--- config.mk ---
export PLATFORM = sky130hd
export DESIGN_NAME = alu_seq_ctrl
export DESIGN_NICKNAME = d
export VERILOG_FILES = /design/src/rtl/alu_seq_pkg.sv /design/src/rtl/alu_seq_decode.sv /design/src/rtl/alu_seq_ctrl.sv
export SDC_FILE = /design/constraint.sdc
export NUM_CORES = 1
export LEC_CHECK = 0
export ABC_AREA = 1
export BUFFER_PORTS_ARGS = -buffer_cell sky130_fd_sc_hd__buf_4
export CORE_UTILIZATION = 40
export DETAILED_ROUTE_END_ITERATION = 16
export PLACE_DENSITY = 0.72
export SYNTH_ARGS = -nofsm -noshare
export SYNTH_HDL_FRONTEND = slang
export SYNTH_SLANG_ARGS = --single-unit
--- constraint.sdc ---
create_clock -name clk -period 1.95 [get_ports clk]
set_input_delay 0.39 -clock clk [delete_from_list [all_inputs] [get_ports clk]]
set_output_delay 0.39 -clock clk [all_outputs]
set_load 0.01 [all_outputs]
--- src/rtl/alu_seq_pkg.sv ---
// Shared encodings for the ALU sequencing controller: opcodes, FSM states,
// write-back source selects, instruction field bounds and the decode class.
package alu_seq_pkg;

    localparam int OP_HI   = 15;
    localparam int OP_LO   = 12;
    localparam int RD_HI   = 11;
    localparam int RD_LO   = 9;
    localparam int RS_HI   = 8;
    localparam int RS_LO   = 6;
    localparam int OFF6_HI = 5;
    localparam int IMM8_HI = 7;
    localparam int SH_HI   = 2;

    localparam logic [3:0] OP_NOP  = 4'h0;
    localparam logic [3:0] OP_ADD  = 4'h1;
    localparam logic [3:0] OP_OUT  = 4'h2;
    localparam logic [3:0] OP_SLT  = 4'h3;
    localparam logic [3:0] OP_AND  = 4'h4;
    localparam logic [3:0] OP_LD   = 4'h5;
    localparam logic [3:0] OP_SUBI = 4'h6;
    localparam logic [3:0] OP_SLL  = 4'h7;
    localparam logic [3:0] OP_IN   = 4'h8;
    localparam logic [3:0] OP_XORI = 4'h9;
    localparam logic [3:0] OP_ADDI = 4'hA;
    localparam logic [3:0] OP_BZ   = 4'hB;
    localparam logic [3:0] OP_BNZ  = 4'hC;
    localparam logic [3:0] OP_ST   = 4'hD;
    localparam logic [3:0] OP_MOV  = 4'hE;
    localparam logic [3:0] OP_JMP  = 4'hF;

    localparam logic [1:0] WSEL_ALU = 2'd0;
    localparam logic [1:0] WSEL_MEM = 2'd1;
    localparam logic [1:0] WSEL_IN  = 2'd2;

    typedef enum logic [2:0] {
        ST_FETCH  = 3'd0,
        ST_DECODE = 3'd1,
        ST_EXEC   = 3'd2,
        ST_MEM    = 3'd3,
        ST_HALT   = 3'd4
    } state_t;

    typedef enum logic [3:0] {
        CL_NOP = 4'd0,
        CL_ALU = 4'd1,
        CL_IN  = 4'd2,
        CL_OUT = 4'd3,
        CL_BZ  = 4'd4,
        CL_BNZ = 4'd5,
        CL_JMP = 4'd6,
        CL_LD  = 4'd7,
        CL_ST  = 4'd8
    } op_class_t;

endpackage

--- src/rtl/alu_seq_decode.sv ---
// Combinational opcode decoder: maps the 4-bit op field to ALU controls,
// write-back behaviour and the instruction class used by the sequencer.
module alu_seq_decode
    import alu_seq_pkg::*;
(
    input  logic [3:0] i_op,
    output logic [3:0] o_alu_fs,
    output logic       o_alu_bsel,
    output logic       o_wb_en,
    output logic [1:0] o_wsel,
    output logic       o_flag_en,
    output logic       o_ra_rd,
    output op_class_t  o_class
);

    always_comb begin
        o_alu_fs   = i_op;
        o_alu_bsel = 1'b0;
        o_wb_en    = 1'b0;
        o_wsel     = WSEL_ALU;
        o_flag_en  = 1'b0;
        o_ra_rd    = 1'b0;
        o_class    = CL_NOP;
        case (i_op)
            OP_ADD, OP_SLT, OP_AND, OP_SLL, OP_MOV: begin
                o_wb_en   = 1'b1;
                o_flag_en = 1'b1;
                o_class   = CL_ALU;
                if (i_op == OP_MOV) o_alu_fs = 4'h2;
            end
            OP_SUBI, OP_XORI, OP_ADDI: begin
                o_alu_bsel = 1'b1;
                o_wb_en    = 1'b1;
                o_flag_en  = 1'b1;
                o_class    = CL_ALU;
            end
            OP_IN: begin
                o_wb_en = 1'b1;
                o_wsel  = WSEL_IN;
                o_class = CL_IN;
            end
            OP_OUT: begin
                o_ra_rd = 1'b1;
                o_class = CL_OUT;
            end
            // LD write-back happens in MEM on the ack cycle, not in EXEC
            OP_LD: begin
                o_alu_bsel = 1'b1;
                o_wsel     = WSEL_MEM;
                o_class    = CL_LD;
            end
            OP_ST: begin
                o_alu_fs   = 4'h5;
                o_alu_bsel = 1'b1;
                o_ra_rd    = 1'b1;
                o_class    = CL_ST;
            end
            OP_BZ, OP_BNZ: begin
                o_alu_fs = 4'h5;
                o_ra_rd  = 1'b1;
                o_class  = (i_op == OP_BZ) ? CL_BZ : CL_BNZ;
            end
            OP_JMP: begin
                o_alu_fs = 4'h0;
                o_class  = CL_JMP;
            end
            default: begin
                o_alu_fs = 4'h0;
                o_class  = CL_NOP;
            end
        endcase
    end

endmodule

--- src/rtl/alu_seq_ctrl.sv ---
// Multi-cycle fetch/decode/execute sequencer for the 8-bit ALU datapath:
// fetches instructions, drives ALU/register-file controls, data memory and branches.
module alu_seq_ctrl
    import alu_seq_pkg::*;
#(
    parameter int PC_W = 8,
    parameter int IR_W = 16
) (
    input  logic            clk,
    input  logic            rst_n,
    output logic            imem_req,
    output logic [PC_W-1:0] imem_addr,
    input  logic            imem_ack,
    input  logic [IR_W-1:0] imem_data,
    output logic [2:0]      rf_ra,
    output logic [2:0]      rf_rb,
    output logic [2:0]      rf_wa,
    output logic            rf_we,
    output logic [1:0]      rf_wsel,
    output logic [3:0]      alu_fs,
    output logic [2:0]      alu_sh,
    output logic            alu_bsel,
    output logic [7:0]      imm,
    input  logic            alu_z,
    input  logic            alu_n,
    input  logic            alu_c,
    input  logic            alu_v,
    output logic [3:0]      flags,
    output logic            dmem_re,
    output logic            dmem_we,
    input  logic            dmem_ack,
    output logic            out_we,
    output logic            halted
);

    state_t          r_state, w_state_next;
    logic [PC_W-1:0] r_pc, w_pc_next;
    logic [IR_W-1:0] r_ir, w_ir_next;
    logic [3:0]      r_flags, w_flags_next;

    logic [3:0]      w_alu_fs;
    logic            w_alu_bsel;
    logic            w_wb_en;
    logic [1:0]      w_wsel;
    logic            w_flag_en;
    logic            w_ra_rd;
    op_class_t       w_class;

    logic            w_active;
    logic [2:0]      w_rd, w_rs;
    logic [PC_W-1:0] w_br_off;
    logic [PC_W-1:0] w_jmp_tgt;

    alu_seq_decode u_decode (
        .i_op       (r_ir[OP_HI:OP_LO]),
        .o_alu_fs   (w_alu_fs),
        .o_alu_bsel (w_alu_bsel),
        .o_wb_en    (w_wb_en),
        .o_wsel     (w_wsel),
        .o_flag_en  (w_flag_en),
        .o_ra_rd    (w_ra_rd),
        .o_class    (w_class)
    );

    assign w_rd      = r_ir[RD_HI:RD_LO];
    assign w_rs      = r_ir[RS_HI:RS_LO];
    assign w_br_off  = {{(PC_W-6){r_ir[OFF6_HI]}}, r_ir[OFF6_HI:0]};
    assign w_jmp_tgt = PC_W'(r_ir[IMM8_HI:0]);

    // Decoded controls are only presented while an instruction is in flight
    assign w_active  = (r_state == ST_DECODE) || (r_state == ST_EXEC) || (r_state == ST_MEM);
    assign rf_ra     = w_active ? (w_ra_rd ? w_rd : w_rs) : 3'd0;
    assign rf_rb     = w_active ? w_rs : 3'd0;
    assign rf_wa     = w_active ? w_rd : 3'd0;
    assign alu_fs    = w_active ? w_alu_fs : 4'd0;
    assign alu_bsel  = w_active ? w_alu_bsel : 1'b0;
    assign alu_sh    = w_active ? r_ir[SH_HI:0] : 3'd0;
    assign imm       = w_active ? {{2{r_ir[OFF6_HI]}}, r_ir[OFF6_HI:0]} : 8'd0;
    assign imem_addr = r_pc;
    assign flags     = r_flags;
    assign halted    = (r_state == ST_HALT);

    always_ff @(posedge clk) begin
        if (!rst_n) begin
            r_state <= ST_FETCH;
            r_pc    <= '0;
            r_ir    <= '0;
            r_flags <= '0;
        end else begin
            r_state <= w_state_next;
            r_pc    <= w_pc_next;
            r_ir    <= w_ir_next;
            r_flags <= w_flags_next;
        end
    end

    always_comb begin
        w_state_next = r_state;
        w_pc_next    = r_pc;
        w_ir_next    = r_ir;
        w_flags_next = r_flags;
        imem_req     = 1'b0;
        rf_we        = 1'b0;
        rf_wsel      = WSEL_ALU;
        out_we       = 1'b0;
        dmem_re      = 1'b0;
        dmem_we      = 1'b0;
        case (r_state)
            ST_FETCH: begin
                imem_req = 1'b1;
                if (imem_ack) begin
                    w_ir_next    = imem_data;
                    w_pc_next    = r_pc + 1'b1;
                    w_state_next = ST_DECODE;
                end
            end
            ST_DECODE: w_state_next = ST_EXEC;
            ST_EXEC: begin
                w_state_next = ST_FETCH;
                if (w_wb_en) begin
                    rf_we   = 1'b1;
                    rf_wsel = w_wsel;
                end
                if (w_flag_en) w_flags_next = {alu_n, alu_z, alu_c, alu_v};
                case (w_class)
                    CL_OUT: out_we = 1'b1;
                    CL_BZ:  if (alu_z)  w_pc_next = r_pc + w_br_off;
                    CL_BNZ: if (!alu_z) w_pc_next = r_pc + w_br_off;
                    // r_pc already points past the JMP, so a self-jump targets r_pc-1
                    CL_JMP: begin
                        if (w_jmp_tgt == r_pc - 1'b1) w_state_next = ST_HALT;
                        else                          w_pc_next    = w_jmp_tgt;
                    end
                    CL_LD, CL_ST: w_state_next = ST_MEM;
                    default: ;
                endcase
            end
            ST_MEM: begin
                dmem_re = (w_class == CL_LD);
                dmem_we = (w_class == CL_ST);
                if (dmem_ack) begin
                    w_state_next = ST_FETCH;
                    if (w_class == CL_LD) begin
                        rf_we   = 1'b1;
                        rf_wsel = w_wsel;
                    end
                end
            end
            ST_HALT: w_state_next = ST_HALT;
            default: w_state_next = ST_FETCH;
        endcase
    end

endmodule
* After elaboration in Yosys (flattened, before gate mapping)
Cells that the tools add are included.
** Storage, ports and cells
- Bits in registers :: 31
- Bits in latches :: 0
- Bits in writable memories :: 0
- Bits in read-only memories :: 0
- Output and inout port bits :: 45
- Logic and storage cells :: 97
- Memories :: 0
** Operators by class
- Add/sub/neg operators :: 3
- $mul :: 0
- Div/mod/pow operators :: 0
- $lt $le $gt $ge :: 0
- Eq/ne operators :: 32
- Shift operators :: 0
- Multiplexer cells :: 41
- Bitwise gates (word level) :: 0
- Reduce and logical (&&, ||, !) cells :: 17
** Operators by type and width (number)
- 8-bit two-way mux :: 5
- 4-bit == test (second input constant) :: 9
- 4-bit by 3-bit == test with 1-bit output (second input constant) :: 8
- 4-bit one-hot mux with 7 select lines :: 1
- 3-bit two-way mux :: 8
- 8-bit one-hot mux with 3 select lines :: 1
- 8-bit one-hot mux with 2 select lines :: 1
- 3-bit one-hot mux with 5 select lines :: 1
- 1-bit two-way mux :: 14
- 4-bit by 2-bit == test with 1-bit output (second input constant) :: 3
- 4-bit one-hot mux with 3 select lines :: 1
- 5-bit OR reduction :: 2
- 3-bit inequality test (second input constant) :: 3
- 9-bit OR reduction :: 1
- 8-bit by 1-bit adder with 8-bit output (second input constant) :: 1
- 8-bit adder :: 1
- 8-bit == test :: 1
- 4-bit two-way mux :: 2
- 2-bit one-hot mux with 2 select lines :: 2
- 8-bit OR reduction :: 1
- 8-bit by 1-bit subtractor with 8-bit output (second input constant) :: 1
- 3-bit by 2-bit == test with 1-bit output (second input constant) :: 2
- 2-bit two-way mux :: 3
- 3-bit one-hot mux with 2 select lines :: 1
- other kinds (15) :: 20

* Longest topological paths before layout
Gate-level depths: netlist of the first run.
- Depth in word-level cells :: 7
- Mapped depth :: 14
- Depth with buffers taken out :: 14

* By module
A second synthesis of the first run with hierarchy kept.
** Unflattened totals
- Cells, all modules :: 450
- Area, all modules :: 2607.5 µm²
** By module, submodules not included
- alu_seq_ctrl :: times used 1, cells each 397, area each 2386.0 µm², seq. area each 620.6 µm²
- alu_seq_decode :: times used 1, cells each 53, area each 221.5 µm², seq. area each 0.0 µm²

* Worst setup path after synthesis of the first run
Ideal clock, no wire load.
- Kind :: register to register
- From :: register r_pc[1] (netlist: imem_addr[1])
- To :: register r_pc[3] (netlist: imem_addr[3])
- Setup time :: 112 ps
- Data arrival time :: 1722 ps
- Path slack :: 116 ps
- Stages on the path, launching flop included :: 14
- Cell sequence :: dfxtp_1 inv_1 ha_1 inv_1 nand2_1 nand3_1 nor2_2 nand3_1 nor2_2 nand3_4 nand2_4 inv_2 nor2_1 nor2_1
** On the way
- Word-level cells in the longest chain between the ends :: 4
** Ends and longest elaborated chain
- start: declaration :: RTL line alu_seq_ctrl.sv:37 : logic [PC_W-1:0] r_pc, w_pc_next;
- start signal: assignment :: RTL line alu_seq_ctrl.sv:91 : r_pc <= w_pc_next;
- 8-bit by 1-bit subtractor with 8-bit output or 8-bit adder (tied branches) :: RTL line alu_seq_ctrl.sv:131, alu_seq_ctrl.sv:127, alu_seq_ctrl.sv:128
- 8-bit == test (tied with other cells) :: RTL line alu_seq_ctrl.sv:131 : if (w_jmp_tgt == r_pc - 1'b1) w_state_next = ST_HALT;
- 3-bit inequality test (no line) or 8-bit one-hot mux with 3 select lines (tied branches)
- 6-bit AND reduction (no line) or 8-bit one-hot mux with 2 select lines (tied branches)
Several ways; a longest one is shown, not always the timed one. The select of a mux whose other input is x is not followed.
A chain may end at the register's enable or synchronous reset.

* Worst setup path after layout of the first run
- From :: register r_ir[14]
- To :: output port rf_ra[0]
** On the way
- Word-level cells in the longest chain between the ends :: 5
** Ends and longest elaborated chain
- start: declaration :: RTL line alu_seq_ctrl.sv:38 : logic [IR_W-1:0] r_ir, w_ir_next;
- start signal: assignment :: RTL line alu_seq_ctrl.sv:92 : r_ir <= w_ir_next;
- 4-bit by 2-bit == test with 1-bit output or 4-bit == test (tied branches) :: RTL line alu_seq_decode.sv:24 : case (i_op)
- 4-bit OR reduction (no line) (*)
- 1-bit two-way mux (*) :: RTL line alu_seq_decode.sv:24
- 3-bit two-way mux (*) (2 in a row) :: RTL line alu_seq_ctrl.sv:72 : assign rf_ra = w_active ? (w_ra_rd ? w_rd : w_rs) : 3'd0;
- end: declaration :: RTL line alu_seq_ctrl.sv:15 : output logic [2:0] rf_ra,
Mark *: on every way between the ends. The rest lies on a longest branch, timed or not.

==> reports/qor.csv, run 1 <==
stage,metric,value,unit
sta,finalWorstSetupSlack,22.6,ps
logic_synthesis,synth_top_area_share,25.6,%
global_route,gr-total-overflow,0,
global_route,grt_util_all_layers,23.6,%
run_status,outcome,completed,
clock_network,cts_buffers,5,
logic_synthesis,yosysTopAreaCell,dfxtp_1,
placed_design,port_buffers,68,
route,wire_per_inst,13.0,um
worst_setup_path,r2r_cells,13,
logic_synthesis,syn-num-nets,435,
worst_setup_path,critPathTopFamily,simple AND/OR/NAND/NOR gates,
sta,setup_tns,0,ps
global_route,antenna_found_initial,0,
logic_synthesis,synth_seq_cells,31,
worst_hold_path,min_path_type,in2reg,
cells_and_area,fin_util,59.0,%
sta,fmax,519,MHz
clock_network,htree_levels,2,
cells_and_area,num_antenna_cells,0,
logic_synthesis,seq_area_frac_synth,25.6,%
route,viasPerCell,5.08,
power,leakage,0.00173,uW
sta,drv_slew,0,
logic_synthesis,syn_inst,401,
floorplan,die-area,6380,sq um
logic_synthesis,ys_types,37,
worst_hold_path,whs_path_depth,3,
clock_network,clock_latency,280,ps
worst_setup_path,cp_max_fo,6,
global_route,grt_first_pass_wirelength,11.8,mm
worst_setup_path,crit_start,r_ir[14],
logic_synthesis,synthFlopType,dfxtp_1,
route,drc,0,
flow_run,cap_viol_max_count,0,
worst_setup_path,end_kind,output pin,
logic_synthesis,yosys_warnings,0,
placed_design,gp_congestion,0.893,
global_route,grt_pass1_vias,2562,
route,first_pass_iters,5,
floorplan,die_x,79.9,um
cells_and_area,instances_no_fill,567,
placed_design,dp_hpwl,5.58,mm
sta,skew,1.84,ps
worst_setup_path,cp_slowest_cell,dfxtp_4,
floorplan,ioPinCount,69,
sta,min_period,1930,ps
placed_design,placed_cells,544,
clock_network,cts_tree,yes,
cells_and_area,layout-drive-gt1-share,33.1,%
sta,worst_slew_pin_slew,374,ps
clock_network,clkTransAtPathRegs,60,ps
worst_setup_path,slowest_delay,380,ps
logic_synthesis,yosysMostFrequentCell,nand2_1,
logic_synthesis,netlist_area,2430,sq um
logic_synthesis,synth_edf_count,0,
worst_setup_path,worstPathRequired,1560,ps
clock_network,root_buffer,clkbuf_8,
clock_network,hold_buffers,0,
cells_and_area,fin_nets,526,
worst_setup_path,reg2reg_from,imem_addr[0],
route,via_count,2878,
logic_synthesis,ys_top_cells_by_count,"nand2_1 (75), nor2_1 (64), inv_1 (54), a21oi_1 (40)",
worst_hold_path,whs_endpoint,flags[1],
placed_design,dp_slack,-11.6,ps
sta,hold_violations,0,
power,power,2510,uW
worst_hold_path,min_from,alu_c,
worst_setup_path,path_cells,"nand2_4, inv_4, nand2_2, and2_4, nand2_8, buf_6, a211oi_2, buf_4",
sta,rsz0062_at_grt,yes,
route,drt-total-wl,7.36,mm
cells_and_area,area_growth,43.1,%
sta,relSlewSlack,75.0,%
power,peakVddDrop,0.000385,V
worst_setup_path,critPathKind,reg2out,
sta,period_share,98.8,%
route,postRouteAntennaNets,0,
clock_network,clock_sinks,31,
route,drt-initial-drc-count,224,
worst_setup_path,start_kind,flip-flop,
logic_synthesis,syn_area_per_cell,6.05,sq um
worst_setup_path,reg2reg_slack,150,ps
global_route,grt_max_degree,32,
sta,setup_viol,0,
clock_network,cts.path.max_buffers,2,
worst_setup_path,cp.arrival,1540,ps
floorplan,fp-row-count,28,
floorplan,core_area,5890,sq um
worst_setup_path,timing.rr.end,imem_addr[3],
logic_synthesis,netlist_top_cells_area,"dfxtp_1 (26%), nand2_1 (12%), nor2_1 (9.9%)",
power,cellPowerDensity,722,nW/um^2
logic_synthesis,synthArstFlopShare,0,%
floorplan,die_h,79.9,um
floorplan,start_util,41.2,%
worst_setup_path,crit_buf_inv,3,
==> layout by cell type, fill, tap and decap left out, drive strengths merged, types with 2 or more instances in the layout <==
cell / n
buf: 101
nand2: 78
nor2: 71
inv: 54
a21oi: 41
nand3: 34
o21ai: 33
dfxtp: 31
ha: 9
clkbuf: 6
nor3: 6
nand4: 4
a211oi: 4
xor2: 3
xnor2: 2
nand3b: 2
clkinv: 2
==> registers in the layout, indices dropped and copies added (netlist names) <==
signal	count
r_ir	16
flags	4
imem_addr	8
r_state	3
==> cell families (layout without fill, tap and decap cells) <==
| family | Yosys count | count (layout) | synth area share (%) |
|---|---|---|---|
| buffers and inverters | 73 | 164 | 12.3 |
| AO/OA/AOI/OAI | 86 | 86 | 19.5 |
| flip-flops | 31 | 31 | 25.6 |
| XOR/XNOR | 5 | 5 | 1.80 |
| AND/OR/NAND/NOR | 196 | 196 | 35.4 |
| adder cells (fa/ha/maj) | 10 | 10 | 5.46 |
==> worst max-delay path by stage <==
stage               slack (ps)      endpoint  depth (start not counted)
global placement            20  imem_addr[6]                         11
finish                      20      rf_ra[0]                          8
floorplan                  120  imem_addr[3]                         13
global route               -50      rf_ra[0]                          8
detailed placement         -10  imem_addr[6]                         11
CTS                        -10      rf_ra[2]                          8
==> layout make-up <==
type,count,area [sq um]
clock inverters,1,5.00
flip-flops and latches,31,639
multi-input cells,297,1640
well taps,75,93.8
inverters,56,219
repair buffers,101,791
fillers,560,2410
clock buffers,6,82.6
==> report_power, final <==
part	total, uW	switching (uW)	leakage [uW]	internal [uW]
Combinational	1200	686	0.00143	515
Clock	515	238	0.0000470	277
Sequential	794	83.2	0.000259	711
==> metal layers <==
layer,up-vias,GRT usage (%),share of wire [%]
li1,1479,-,-
met2,108,40.3,46
met4,0,6.43,1.8
met3,15,3.43,5.6
met1,1276,30.7,46
met5,-,0,0
==> per-stage QoR <==
stage,instance area [sq um],hold WS [ps]
final,3470,357
after global routing,3470,374
after CTS,3280,361
after detailed placement,3100,471
after global placement,3100,463
after floorplan,2430,445
==> repair_timing <==
action,4_1_cts,5_1_grt
endpoints found under the hold margin,0,0
pin swaps,7,13
gates resized for setup,25,36
buffers inserted,5,11
setup endpoints to repair,7,22
==> worst reg2reg max path: cells and delay by family (launching register included) <==
| kind | cells | cell delay [ps] |
|---|---|---|
| adders and majority gates | 1 | 270 |
| and+or+nand+nor | 9 | 830 |
| DFF | 1 | 370 |
| buffers and inverters | 3 | 270 |
(Power assumes the default switching activity.)
==> run 2, diff against run 1 <==
--- a/config.mk
+++ b/config.mk
@@ -9,7 +9,8 @@
 export BUFFER_PORTS_ARGS = -buffer_cell sky130_fd_sc_hd__buf_4
 export CORE_UTILIZATION = 40
 export DETAILED_ROUTE_END_ITERATION = 16
-export PLACE_DENSITY = 0.72
+export PLACE_DENSITY = 0.71
 export SYNTH_ARGS = -nofsm -noshare
 export SYNTH_HDL_FRONTEND = slang
+export SYNTH_HIERARCHICAL = 1
 export SYNTH_SLANG_ARGS = --single-unit
==> run 2 against run 1 <==
Against the previous run: the flow now finishes with violations (setup timing); setup slack worse by 470 ps; sequential share of layout area is 2.5 points lower; cell count is 16% higher; sequential power is 0.9% lower; non-clock buffer count is 39 higher; critical path type unchanged; critical path depth is 7 higher; clock skew is 2.9 ps higher; maximum frequency is 20% lower; register-to-register slack worse by 530 ps; first-iteration DRC count is 31% lower.
==> reports/qor.csv, run 2 <==
stage,metric,value,unit,change
worst_setup_path,cp.arrival,2010,ps,+470 ps
floorplan,ioPinCount,69,,unchanged
route,viasPerCell,5.15,,+1.4%
worst_setup_path,start_kind,flip-flop,,
global_route,antenna_found_initial,0,,unchanged
placed_design,port_buffers,68,,unchanged
clock_network,htree_levels,2,,unchanged
cells_and_area,num_antenna_cells,0,,unchanged
power,seqPwrFrac,29.9,%,-1.7 points
cells_and_area,area_growth,54.2,%,
power,sw_frac_of_total,40.9,%,+0.76 points
cells_and_area,largest_register_ffs,16,,unchanged
sta,min_period,2400,ps,+468 ps
logic_synthesis,synth_seq_cells,31,,unchanged
worst_setup_path,reg2reg_from,r_ir[13],,
clock_network,root_buffer,clkbuf_8,,
sta,setup_viol,20,,+20
sta,period_share,123,%,+24 points
worst_setup_path,end_kind,output pin,,
global_route,grt_max_degree,25,,-22%
worst_setup_path,critPathKind,reg2out,,
power,pwr-share-comb,50.1,%,+2.2 points
route,drc,0,,unchanged
cells_and_area,final_cell_mix,"buf_4 (128), nand2_1 (95), inv_1 (55), nor2_1 (44), nand3_1 (44)",,
flow_run,cap_viol_max_count,0,,unchanged
power,clkPwrFrac,20.0,%,-0.5 points
floorplan,die-area,6850,sq um,+7.2%
worst_hold_path,min_path_type,in2reg,,
clock_network,cts_buffers,5,,unchanged
sta,finalWorstSetupSlack,-445,ps,-468 ps
sta,relSlewSlack,76.4,%,+1.3 points
power,internal_power,1560,uW,+3.5%
logic_synthesis,ys_types,36,,-2.7%
global_route,grt_util_all_layers,27.8,%,+4.2 points
global_route,gr-total-overflow,0,,unchanged
global_route,grt_first_pass_wirelength,14.4,mm,+23%
floorplan,fp-row-count,29,,+3.6%
sta,worst_slew_pin_slew,352,ps,-22.7 ps
worst_hold_path,min_from,imem_data[14],,
cells_and_area,fin_util,63.7,%,+4.7 points
worst_setup_path,cp_slowest_cell,dfxtp_4,,
placed_design,gp_congestion,0.901,,+0.82%
placed_design,dp_slack,-220,ps,-209 ps
clock_network,cts_tree,yes,,
power,cellPowerDensity,654,nW/um^2,-9.4%
cells_and_area,layout-drive-gt1-share,37.9,%,+4.7 points
worst_setup_path,r2r_cells,20,,+7
cells_and_area,fin_nets,615,,+17%
worst_setup_path,slowest_delay,370,ps,about the same
sta,fmax,417,MHz,-20%
power,peakVddDrop,0.000380,V,-1.2%
logic_synthesis,synth_top_area_share,23.8,%,-1.8 points
route,first_pass_iters,5,,unchanged
floorplan,core_area,6310,sq um,+7.3%
global_route,grt_pass1_vias,3278,,+28%
worst_setup_path,path_cells,"inv_4, buf_6, nand2_4, nor2_4, nor2_2, nand3_2, nand2_2, nor2_2, inv_2, nor2_2, nand2_1, o21ai_2, inv_2, nor2_4, buf_6",,
floorplan,start_util,41.3,%,+0.059 points
logic_synthesis,ys_top_cells_by_count,"nand2_1 (108), inv_1 (63), nor2_1 (62), nand3_1 (47), a21oi_1 (37)",,
route,wire_per_inst,13.7,um,+5.5%
sta,setup_tns,-4900,ps,-4900 ps
worst_hold_path,whs_path_depth,3,,unchanged
logic_synthesis,synthArstFlopShare,0,%,unchanged
logic_synthesis,syn_inst,450,,+12%
worst_setup_path,crit_start,r_ir[13],,
route,postRouteAntennaNets,0,,unchanged
placed_design,placed_cells,629,,+16%
worst_setup_path,reg2reg_slack,-380,ps,-530 ps
logic_synthesis,syn_area_per_cell,5.79,sq um,-4.3%
sta,rsz0062_at_grt,yes,,
logic_synthesis,yosysMostFrequentCell,nand2_1,,
route,via_count,3387,,+18%
worst_setup_path,cp_common_cell,nor2_2,,
worst_hold_path,whs_endpoint,r_ir[14],,
run_status,violations,setup timing,,
sta,skew,4.75,ps,+2.91 ps
run_status,outcome,finished with violations,,
clock_network,clock_sinks,31,,unchanged
sta,drv_slew,0,,unchanged
cells_and_area,regMostFlops,r_ir,,
logic_synthesis,yosysTopAreaCell,dfxtp_1,,
logic_synthesis,netlist_top_cells_area,"dfxtp_1 (24%), nand2_1 (16%), inv_1 (9.1%)",,
logic_synthesis,netlist_area,2610,sq um,+7.4%
logic_synthesis,synthFlopType,dfxtp_1,,
power,switchingPower,1080,uW,+6.8%
route,drt-total-wl,9.01,mm,+22%
sta,hold_violations,0,,unchanged
route,drt-initial-drc-count,155,,-31%
worst_setup_path,worstPathRequired,1560,ps,about the same
worst_setup_path,timing.rr.end,r_state[0],,
floorplan,die_h,82.7,um,+3.6%
logic_synthesis,seq_area_frac_synth,23.8,%,-1.8 points
clock_network,clkTransAtPathRegs,70,ps,about the same
floorplan,die_x,82.7,um,+3.6%
cells_and_area,layout_commonest_cell,buf_4,,
logic_synthesis,yosys_warnings,6,,+6
clock_network,clock_latency,290,ps,about the same
worst_setup_path,cp_max_fo,4,,-2
logic_synthesis,synth_edf_count,0,,unchanged
logic_synthesis,syn-num-nets,484,,+11%
power,leakage,0.00206,uW,+19%
clock_network,cts.path.max_buffers,2,,unchanged
placed_design,dp_hpwl,6.28,mm,+13%
cells_and_area,instances_no_fill,658,,+16%
==> run 2: changes by cell type after synthesis, sizes merged, moves of 3 or more <==
cell and change:
nand2 +35, nand3 +13, inv +11, a21oi -4
a211oi -3, nor2 -3
==> run 2: stage by stage <==
stage / power (uW) / hold WS, ps / area, sq um
detailed placement: 1960 / 457 / 3540
finish: 2630 / 372 / 4020
global placement: 1940 / 455 / 3540
global route: 2830 / 367 / 4020
CTS: 2590 / 369 / 3960
floorplan: 1520 / 444 / 2670
==> run 2: logic make-up after synthesis <==
group / share of synthesized area, %
AND/OR/NAND/NOR: 39.6
buffers and inverters: 13.7
AO/OA/AOI/OAI: 16.5
flip-flops: 23.8
adder cells (fa/ha/maj): 5.09
XOR/XNOR: 1.34
==> run 2: critical path: cells and delay by family (launching register included) <==
kind,cells,cell delay [ps]
flops,1,370
simple gates,9,840
compound gates,1,80
buf+inv,5,430
==> run 2: what timing repair did <==
item,4_1_cts,5_1_grt
setup buffers,26,2
setup endpoints to repair,38,34
resized for setup,58,16
cloned,1,0
hold buffers,0,0
pin swaps,22,8
==> run 2: worst max path at each step <==
stage	to	slack, ps	depth (start not counted)
global route	rf_wsel[0]	-570	16
floorplan	rf_wsel[0]	-40	13
global placement	rf_wsel[0]	-170	12
finish	rf_wsel[1]	-450	15
CTS	rf_wsel[0]	-300	16
detailed placement	imem_addr[3]	-220	17
==> run 2: final cells by class <==
type | count | area, sq um
fillers | 578 | 2290
multi-input cells | 335 | 1840
repair buffers | 140 | 1100
flip-flops and latches | 31 | 638
inverters | 68 | 263
well taps | 77 | 96.3
clock buffers | 6 | 82.6
clock inverters | 1 | 5.00
==> run 2: per-layer routing <==
metal | GRT usage (%) | part of all wire [%]
met5 | 0 | 0
met4 | 9.83 | 3.2
met3 | 5.05 | 4.8
met2 | 54.2 | 52
met1 | 29.4 | 40
==> run 2: power groups by stage <==
stage          sequential (uW)  clock (uW)  combinational [uW]
5_1_grt                    795         562                1470
6_report                   787         527                1320
3_3_place_gp               790           0                1150
4_1_cts                    781         535                1270
3_5_place_dp               792           0                1170
2_1_floorplan              798           0                 722
==> run 3, diff against run 2 <==
--- a/config.mk
+++ b/config.mk
@@ -9,7 +9,7 @@
 export BUFFER_PORTS_ARGS = -buffer_cell sky130_fd_sc_hd__buf_4
 export CORE_UTILIZATION = 40
 export DETAILED_ROUTE_END_ITERATION = 16
-export PLACE_DENSITY = 0.71
+export PLACE_DENSITY = 0.74
 export SYNTH_ARGS = -nofsm -noshare
 export SYNTH_HDL_FRONTEND = slang
 export SYNTH_HIERARCHICAL = 1
==> constraint.sdc (replaced) <==
create_clock -name clk -period 2.1 [get_ports clk]
set_input_delay 0.42 -clock clk [delete_from_list [all_inputs] [get_ports clk]]
set_output_delay 0.42 -clock clk [all_outputs]
set_load 0.01 [all_outputs]
==> run 3 against run 2 <==
Against the previous run: the run still ends with setup timing left; wire length is 6.1% lower; combinational power is 9% lower; flip-flop and latch count stayed put; hold slack better by 24 ps; clock power is 9.1% lower; via count is 2.6% lower; largest cell class unchanged; highest routed layer unchanged.
==> reports/qor.csv, run 3 (synthesis results as in run 2) <==
stage,metric,value,unit,change
worst_setup_path,start_kind,flip-flop,,
floorplan,core_area,6310,sq um,unchanged
worst_hold_path,min_from,imem_data[15],,
sta,relSlewSlack,74.2,%,-2.2 points
sta,skew,6.69,ps,+1.94 ps
worst_setup_path,r2r_cells,17,,-15%
clock_network,root_buffer,clkbuf_8,,
global_route,grt_first_pass_wirelength,13.2,mm,-8.3%
worst_setup_path,cp_max_fo,7,,+3
placed_design,gp_congestion,0.958,,+6.4%
sta,period_share,113,%,
clock_network,cts_tree,yes,,
global_route,grt.busiest_layer,met2,,
worst_setup_path,cp_slowest_cell,dfxtp_4,,
cells_and_area,num_antenna_cells,0,,unchanged
worst_setup_path,critPathTopFamily,simple AND/OR/NAND/NOR gates,,
floorplan,die_x,82.7,um,unchanged
placed_design,port_buffers,68,,unchanged
clock_network,cts_buffers,5,,unchanged
route,via_count,3298,,-2.6%
global_route,grt_pass1_vias,2992,,-8.7%
placed_design,dp_hpwl,5.78,mm,-8.1%
sta,rsz0062_at_grt,yes,,
floorplan,start_util,41.3,%,unchanged
cells_and_area,layout_commonest_cell,buf_4,,
power,cellPowerDensity,613,nW/um^2,-6.3%
floorplan,die-area,6850,sq um,unchanged
worst_hold_path,min_path_type,in2reg,,
sta,worst_slew_pin_slew,386,ps,+33.9 ps
clock_network,clock_latency,300,ps,about the same
global_route,use_met3,6.48,%,+1.4 points
cells_and_area,instances_no_fill,637,,-3.2%
power,leakage,0.00199,uW,-3.6%
power,power,2410,uW,-8.4%
worst_setup_path,worstPathRequired,1680,ps,+120 ps
sta,min_period,2360,ps,
sta,fmax,423,MHz,
global_route,gr-total-overflow,0,,unchanged
route,wire_per_inst,13.3,um,-3.0%
flow_run,cap_viol_max_count,0,,unchanged
worst_setup_path,reg2reg_from,r_ir[15],,
worst_setup_path,reg2reg_slack,-140,ps,+240 ps
cells_and_area,fin_util,62.3,%,-1.4 points
floorplan,ioPinCount,69,,unchanged
route,drt-total-wl,8.46,mm,-6.1%
worst_setup_path,cp.arrival,1940,ps,-70 ps
route,viasPerCell,5.18,,+0.58%
sta,hold_violations,0,,unchanged
cells_and_area,largest_register_ffs,16,,unchanged
route,drt-initial-drc-count,177,,+14%
cells_and_area,regMostFlops,r_ir,,
cells_and_area,fin_nets,593,,-3.6%
run_status,outcome,finished with violations,,
route,drc,0,,unchanged
worst_setup_path,critPathKind,reg2out,,
cells_and_area,layout-drive-gt1-share,38.6,%,+0.71 points
clock_network,clkTransAtPathRegs,70,ps,about the same
worst_setup_path,end_kind,output pin,,
cells_and_area,final_cell_mix,"buf_4 (108), nand2_1 (85), inv_1 (55), nor2_1 (47), nand3_1 (38)",,
cells_and_area,n_fill_cell,566,,-2.1%
sta,setup_viol,18,,-10%
run_status,violations,setup timing,,
global_route,use_met2,45.1,%,-9.1 points
clock_network,hold_buffers,0,,unchanged
worst_setup_path,timing.rr.end,imem_addr[6],,
clock_network,clock_sinks,31,,unchanged
sta,drv_slew,0,,unchanged
worst_hold_path,whs_path_depth,3,,unchanged
sta,finalWorstSetupSlack,-263,ps,+182 ps
route,postRouteAntennaNets,0,,unchanged
worst_setup_path,crit_buf_inv,4,,-1
worst_setup_path,slowest_delay,380,ps,about the same
placed_design,placed_cells,608,,-3.3%
cells_and_area,area_growth,50.8,%,
worst_hold_path,whs_endpoint,r_ir[15],,
global_route,grt_util_met1,29.2,%,-0.13 points
floorplan,fp-row-count,29,,unchanged
worst_setup_path,path_cells,"buf_6, nor3_4, nor2_1, nand2_1, nand2_2, nor2_2, inv_2, nor2_4, nand2_2, o21ai_2, inv_2, nor2_2, buf_4",,
floorplan,die_h,82.7,um,unchanged
cells_and_area,multi_input_area,1930,sq um,+4.7%
route,first_pass_iters,4,,-1
global_route,antenna_found_initial,0,,unchanged
sta,setup_tns,-2030,ps,+2870 ps
clock_network,cts.path.max_buffers,2,,unchanged
global_route,grt_max_degree,29,,+16%
cells_and_area,seq_area,636,sq um,-0.39%
power,peakVddDrop,0.000416,V,+9.4%
clock_network,htree_levels,2,,unchanged
global_route,grt_util_all_layers,25.7,%,-2.2 points
-- run 3: cell count changes in the layout (fill, tap and decap cells not counted), sizes merged --
cell / change
clkbuf: +1
buf: -22
-- run 3: worst register-to-register path: cells and delay by family (launching register included) --
kind | cells | cell delay, ps
simple gates | 10 | 910
compound gates | 2 | 220
flops | 1 | 440
buf+inv | 5 | 590
-- run 3: repair_timing --
item                                    4_1_cts  5_1_grt
endpoints found under the setup margin       18       25
buffers inserted                             13        8
cloned                                        0        1
pin swaps                                     9       28
gates resized for setup                      39       73
-- run 3: per-stage QoR --
step | hold WS (ps) | area [sq um] | setup slack (ps)
final | 396 | 3930 | -263
after global routing | 408 | 3930 | -387
after CTS | 389 | 3640 | -160
after detailed placement | 457 | 3360 | -125
after global placement | 455 | 3360 | -43.4
after floorplan | 438 | 2630 | 1.70
-- run 3: how the worst max path moves through the flow --
stage	slack, ps	from	depth (start not counted)	endpoint
4_1_cts	-160	r_ir[13]	13	rf_wsel[0]
6_report	-260	r_ir[12]	13	rf_wsel[0]
3_3_place_gp	-40	r_ir[15]	19	imem_addr[3]
2_1_floorplan	2	r_ir[15]	16	rf_wsel[0]
3_5_place_dp	-120	r_ir[15]	19	imem_addr[3]
5_1_grt	-390	r_ir[12]	13	rf_wsel[0]
-- run 3: area by class of cell --
type | count | share of cell area, %
multi-input combinational | 335 | 49.0
timing repair buffer | 118 | 23.5
sequential | 31 | 16.2
inverter | 68 | 6.84
tap | 77 | 2.45
clock buffer | 7 | 1.94
clock inverter | 1 | 0.127
-- run 3: per-layer routing --
| layer | share of wire [%] | vias to the layer above | wire length (um) |
|---|---|---|---|
| li1 | - | 1654 | - |
| met2 | 51 | 96 | 4280 |
| met1 | 41 | 1528 | 3460 |
| met3 | 5.7 | 20 | 484 |
| met5 | 0 | - | 0 |
| met4 | 2.8 | 0 | 235 |
-- run 3: report_power, final --
| group | switching [uW] | internal [uW] |
|---|---|---|
| logic | 697 | 501 |
| registers | 83.9 | 651 |
| clock network | 246 | 233 |
| total | 1030 | 1380 |
